`src/rtl/light_countdown_pkg.sv`:
```
// Shared definitions for the lamp-phase countdown display: phase codes,
// segment constants and the BCD segment table (active-low {dp,g..a}).
package light_countdown_pkg;

    localparam logic [2:0] PH_G = 3'b100;
    localparam logic [2:0] PH_Y = 3'b010;
    localparam logic [2:0] PH_R = 3'b001;

    localparam logic [7:0] SEG_BLANK = 8'hFF;
    localparam logic [7:0] SEG_DASH  = 8'hBF;

    localparam logic [7:0] SEG_TAB [10] = '{
        8'hC0, 8'hF9, 8'hA4, 8'hB0, 8'h99,
        8'h92, 8'h82, 8'hF8, 8'h80, 8'h90
    };

    // Exactly one lamp lit is the only legal phase.
    function automatic logic ph_valid(input logic [2:0] ph);
        return (ph == PH_G) || (ph == PH_Y) || (ph == PH_R);
    endfunction

endpackage

```
`src/rtl/light_countdown_seg7_dec.sv`:
```
// Combinational BCD to active-low 7-segment decoder; codes 10..15 show blank.
module seg7_dec
    import light_countdown_pkg::*;
(
    input  logic [3:0] bcd,
    output logic [7:0] seg
);

    always_comb begin
        seg = SEG_BLANK;
        for (int i = 0; i < 10; i++) begin
            if (bcd == 4'(i)) seg = SEG_TAB[i];
        end
    end

endmodule

```
`src/rtl/light_countdown.sv`:
```
// Seconds-remaining display for the traffic-light phases, with its own 1 s prescaler.
// Optional last-3-seconds blink is compiled in when LIGHT_CD_BLINK_EN is defined.
module light_countdown
    import light_countdown_pkg::*;
#(
    parameter int CLK_DIV = 50_000_000,
    parameter int G_SEC   = 6,
    parameter int Y_SEC   = 2,
    parameter int R_SEC   = 9
) (
    input  logic       ck,
    input  logic       rs,
    input  logic       x,
    input  logic       v,
    input  logic       d,
    output logic [7:0] hex1,
    output logic [7:0] hex0,
    output logic       err
);

    localparam int PW = $clog2(CLK_DIV);
    localparam logic [PW-1:0] PRE_MAX = PW'(CLK_DIV - 1);

    if (G_SEC < 1 || G_SEC > 99 || Y_SEC < 1 || Y_SEC > 99 ||
        R_SEC < 1 || R_SEC > 99 || CLK_DIV < 2) begin : g_bad_param
        $error("light_countdown: phase lengths must be 1..99 and CLK_DIV >= 2");
    end

    logic [2:0]    ph, ph_q;
    logic          valid, chg, tick;
    logic [6:0]    cnt, load_val;
    logic [PW-1:0] pre;
    logic          bad_q;
    logic [3:0]    tens, ones;
    logic [7:0]    seg_t, seg_o, nxt1, nxt0;

    assign ph    = {x, v, d};
    assign valid = ph_valid(ph);
    assign chg   = (ph != ph_q);
    assign tick  = (pre == PRE_MAX) && !chg;

    always_comb begin
        case (ph)
            PH_G:    load_val = 7'(G_SEC);
            PH_Y:    load_val = 7'(Y_SEC);
            default: load_val = 7'(R_SEC);
        endcase
    end

    // A load discards a coincident tick, so the new phase always gets a full first second.
    always_ff @(posedge ck or posedge rs) begin
        if (rs) begin
            ph_q  <= 3'b000;
            cnt   <= 7'd0;
            pre   <= '0;
            bad_q <= 1'b0;
        end else begin
            ph_q <= ph;
            if (!valid) begin
                cnt   <= 7'd0;
                pre   <= '0;
                bad_q <= 1'b1;
            end else if (chg) begin
                cnt   <= load_val;
                pre   <= '0;
                bad_q <= 1'b0;
            end else begin
                bad_q <= 1'b0;
                pre   <= (pre == PRE_MAX) ? '0 : pre + 1'b1;
                if (tick && cnt != 7'd0) cnt <= cnt - 7'd1;
            end
        end
    end

    assign tens = 4'(cnt / 7'd10);
    assign ones = 4'(cnt % 7'd10);

    seg7_dec u_dec_tens (.bcd(tens), .seg(seg_t));
    seg7_dec u_dec_ones (.bcd(ones), .seg(seg_o));

    always_comb begin
        nxt1 = (tens == 4'd0) ? SEG_BLANK : seg_t;
        nxt0 = seg_o;
`ifdef LIGHT_CD_BLINK_EN
        if (cnt >= 7'd1 && cnt <= 7'd3 && pre >= PW'(CLK_DIV / 2)) begin
            nxt1 = SEG_BLANK;
            nxt0 = SEG_BLANK;
        end
`endif
        if (bad_q) begin
            nxt1 = SEG_DASH;
            nxt0 = SEG_DASH;
        end
    end

    always_ff @(posedge ck or posedge rs) begin
        if (rs) begin
            hex1 <= SEG_BLANK;
            hex0 <= SEG_BLANK;
            err  <= 1'b0;
        end else begin
            hex1 <= nxt1;
            hex0 <= nxt0;
            err  <= bad_q;
        end
    end

endmodule

```
`config.mk`:
```
export PLATFORM = sky130hd
export DESIGN_NAME = light_countdown
export DESIGN_NICKNAME = d
export VERILOG_FILES = /design/src/rtl/light_countdown_pkg.sv /design/src/rtl/light_countdown_seg7_dec.sv /design/src/rtl/light_countdown.sv
export SDC_FILE = /design/constraint.sdc
export NUM_CORES = 1
export LEC_CHECK = 0
export ABC_CLOCK_PERIOD_IN_PS = 7400
export BUFFER_PORTS_ARGS = -buffer_cell sky130_fd_sc_hd__buf_2
export CAP_MARGIN = 10
export CORE_MARGIN = 5
export CORE_UTILIZATION = 59
export DETAILED_ROUTE_END_ITERATION = 16
export GPL_ROUTABILITY_DRIVEN = 0
export PLACE_DENSITY = 0.78
export RECOVER_POWER = 100
export SLEW_MARGIN = 5
export SYNTH_ARGS = -nofsm -noshare
export SYNTH_HDL_FRONTEND = slang
export SYNTH_SLANG_ARGS = --single-unit
```
`constraint.sdc`:
```
create_clock -name ck -period 7.4 [get_ports ck]
set_input_delay 0.74 -clock ck [delete_from_list [all_inputs] [get_ports ck]]
set_output_delay 0.74 -clock ck [all_outputs]
set_load 0.02 [all_outputs]
```
==> results_dict.tcl <==
set metrics [dict create \
    skew_ns 0.00912 \
    clk_latency_ns 0.30 \
    clk_path_buf_depth 2 \
    vias 2448 \
    critPathKind "flip-flop to flip-flop" \
    numPortBuffers 19 \
    cts_root_buf "clkbuf_8" \
    start_util 0.617 \
    grt_max_degree 53 \
    coreArea_um2 5170 \
    final_common_cell "nor2_1" \
    setup_viol 0 \
    end_kind "flip-flop" \
    drive_gt1_frac 0.0912 \
    fin_util 0.635 \
    die_width_um 83.5 \
    cts_resized 0 \
    firstDrtPassIters 4 \
    finalCritPeriodShare 0.493 \
    cp.required_ns 7.64 \
    async_reset_ff_frac 1.00 \
    ys_types 68 \
    yosysSeqAreaShare 0.413 \
    leakagePower_nw 1.32 \
    io_pins 22 \
    cap_violations 1 \
    drtAntennaViolNets 0 \
    outcome "complete, but fails checks" \
    wl_per_cell_um 14.6 \
    drt_iter0_markers 140 \
    dpl.hpwl_um 4160 \
    cts.sinks 52 \
    fin_cells 421 \
    hold_path.class "flip-flop to flip-flop" \
    totalWireLength_um 6130 \
    synth_xor_area_frac 0.0961 \
    die_area_um2 6980 \
    relSlewSlack -0.241 \
    power.switching_mw 0.170 \
    reg2reg_depth 10 \
    r2r-start "cnt[5]" \
    postSynthAreaPerCell_um2 9.25 \
    netlist_area_um2 3190 \
    synth_compound_area_frac 0.155 \
    critPathLaunchType "flip-flop" \
    core.rowCount 26 \
    cts_buffers 5 \
    area_growth_pct 3.02 \
    dpl.cell_count 413 \
    via_per_inst 5.81 \
    final_cell_mix "nor2_1, dfrtp_1, xor2_1" \
    ir_drop_mv 0.171 \
    grt_pass1_wl_um 10700 \
    critPathArrivalTime_ns 3.89 \
    cts.htree.levels 2 \
    muxShareOfSynthArea 0.0322 \
    netlist_instances 345 \
    synth_edf_count 0 \
    r2r-end "hex0[6]" \
    dieHeight_um 83.5 \
    place_ws_ns 4.33 \
    synthSimpleGateAreaFrac 0.230 \
    path_clk_slew_ns 0.10 \
    setup_slack_ns 3.75 \
    seq_power_share 0.549 \
    grt_setup_unrepaired "false" \
    hold_start "pre[0]" \
    fmax_mhz 274 \
    post_cts_buffers 0 \
    startpoint "cnt[5]" \
    ys_seq_elements 52 \
    n_antenna_cell 0 \
    min_period_ns 3.65 \
    timing.setup.tns_ns 0 \
    grt_overflow 0 \
    drc 0 \
    cts_tree "built" \
    r2r_slack_ns 3.75 \
    hold_viol 0 \
    ys.flop_type "dfrtp_1" \
    final_max_slew_viol_count 53 \
    path_max_fanout 21 \
    final_nets 360 \
    power_frac_clock 0.283 \
    synthAdderAreaFrac 0.0196 \
    yosysWarnings 0 \
    netSwitchingFraction 0.297 \
    whs_path_depth 1 \
    power_mw 0.571 \
    violations "max-capacitance violations, max-slew violations" \
    fill_cells 441 \
    internal-power_mw 0.401 \
    hold-path-endpoint "pre[0]" \
    first_global_vias 2319 \
    grt.total_usage 0.182 \
    antenna_found_initial 0 \
    synth_top_family_by_area "simple AND/OR/NAND/NOR gates" \
    power.share.combinational 0.168 \
    power.density_nw_per_um2 174 \
    holdBufCountCts 0 \
    tightest_slew_ns 1.86 \
]
==> cells by family (layout without fill, tap and decap cells) <==
group                      after synthesis  after routing
muxes                                    9              9
adders and majority gates                5              5
and+or+nand+nor                        141            141
other                                    1              2
xor gates and xnor gates                35             35
buffers and inverters                   34             39
DFF                                     52             52
AOI/OAI and AO/OA                       68             68
==> metal layers <==
layer  track usage  vias to the layer above  part of all wire
met3        0.0316                       10             0.039
li1              -                     1224                 -
met2         0.319                       54              0.50
met4        0.0570                        0             0.016
met1         0.229                     1160              0.45
met5             0                        -                 0
==> flip-flops by register name, indices dropped and copies added (netlist names) <==
signal  count
ph_q        3
cnt         7
hex0        7
pre        26
err         1
hex1        7
bad_q       1
==> through the flow <==
step,hold WS (ns),area (um2)
final,0.531,3290
after global routing,0.556,3290
after CTS,0.524,3340
after detailed placement,0.510,3260
after global placement,0.501,3260
after floorplan,0.405,3190
==> worst max-delay path: stages, from the launching register on <==
cell	delay, ns
dfrtp_1	0.77
and4b_1	0.28
a311o_1	0.32
a221oi_1	0.56
ha_1	0.30
inv_1	0.06
o221ai_1	0.14
o21ai_0	0.41
mux2_1	0.46
xnor2_1	0.14
a21oi_1	0.15
==> power by group through the flow <==
stage,logic [mW],registers (mW),clock network (mW)
after global placement,0.102,0.318,0
after detailed placement,0.104,0.318,0
after CTS,0.104,0.313,0.167
final,0.0962,0.314,0.161
after global routing,0.110,0.316,0.182
after floorplan,0.0805,0.322,0
==> synth_stat cells (3+ instances only) <==
master	number	area, um2
o211ai_1	3	22.5
nor3b_1	3	22.5
buf_2	7	35.0
nor3_1	12	60.1
nor2b_1	4	25.0
o21bai_1	4	30.0
clkbuf_1	7	26.3
o21ai_0	13	65.1
ha_1	5	62.6
and4_1	4	35.0
mux2_2	3	33.8
a21oi_1	18	90.1
nor2_1	46	173
nand4_1	4	25.0
nand4b_1	3	26.3
dfrtp_1	38	951
nand3_1	19	95.1
nand2b_1	3	18.8
o21a_1	4	30.0
mux2i_1	4	40.0
nand2_1	22	82.6
inv_1	10	37.5
buf_4	4	30.0
dfstp_2	14	368
and3_1	5	31.3
xnor2_1	9	78.8
a31oi_1	3	18.8
xor2_1	26	228
==> worst max-delay path by stage <==
| stage | to | depth (start not counted) |
|---|---|---|
| after global placement | hex0[1] | 10 |
| after detailed placement | hex0[1] | 10 |
| after floorplan | hex0[1] | 13 |
| after global routing | hex0[3] | 10 |
| after CTS | hex0[1] | 10 |
| final | hex0[6] | 10 |
==> area by class of cell <==
cell class / instances / area [um2] / share of cell area
sequential: 52 / 1320 / 0.401
timing repair buffer: 19 / 72.6 / 0.0221
inverter: 12 / 45.0 / 0.0137
clock buffer: 6 / 72.6 / 0.0221
multi-input combinational: 260 / 1670 / 0.509
clock inverter: 2 / 16.3 / 0.00495
tap: 70 / 87.6 / 0.0266
Power figures use the tool's default switching activity.
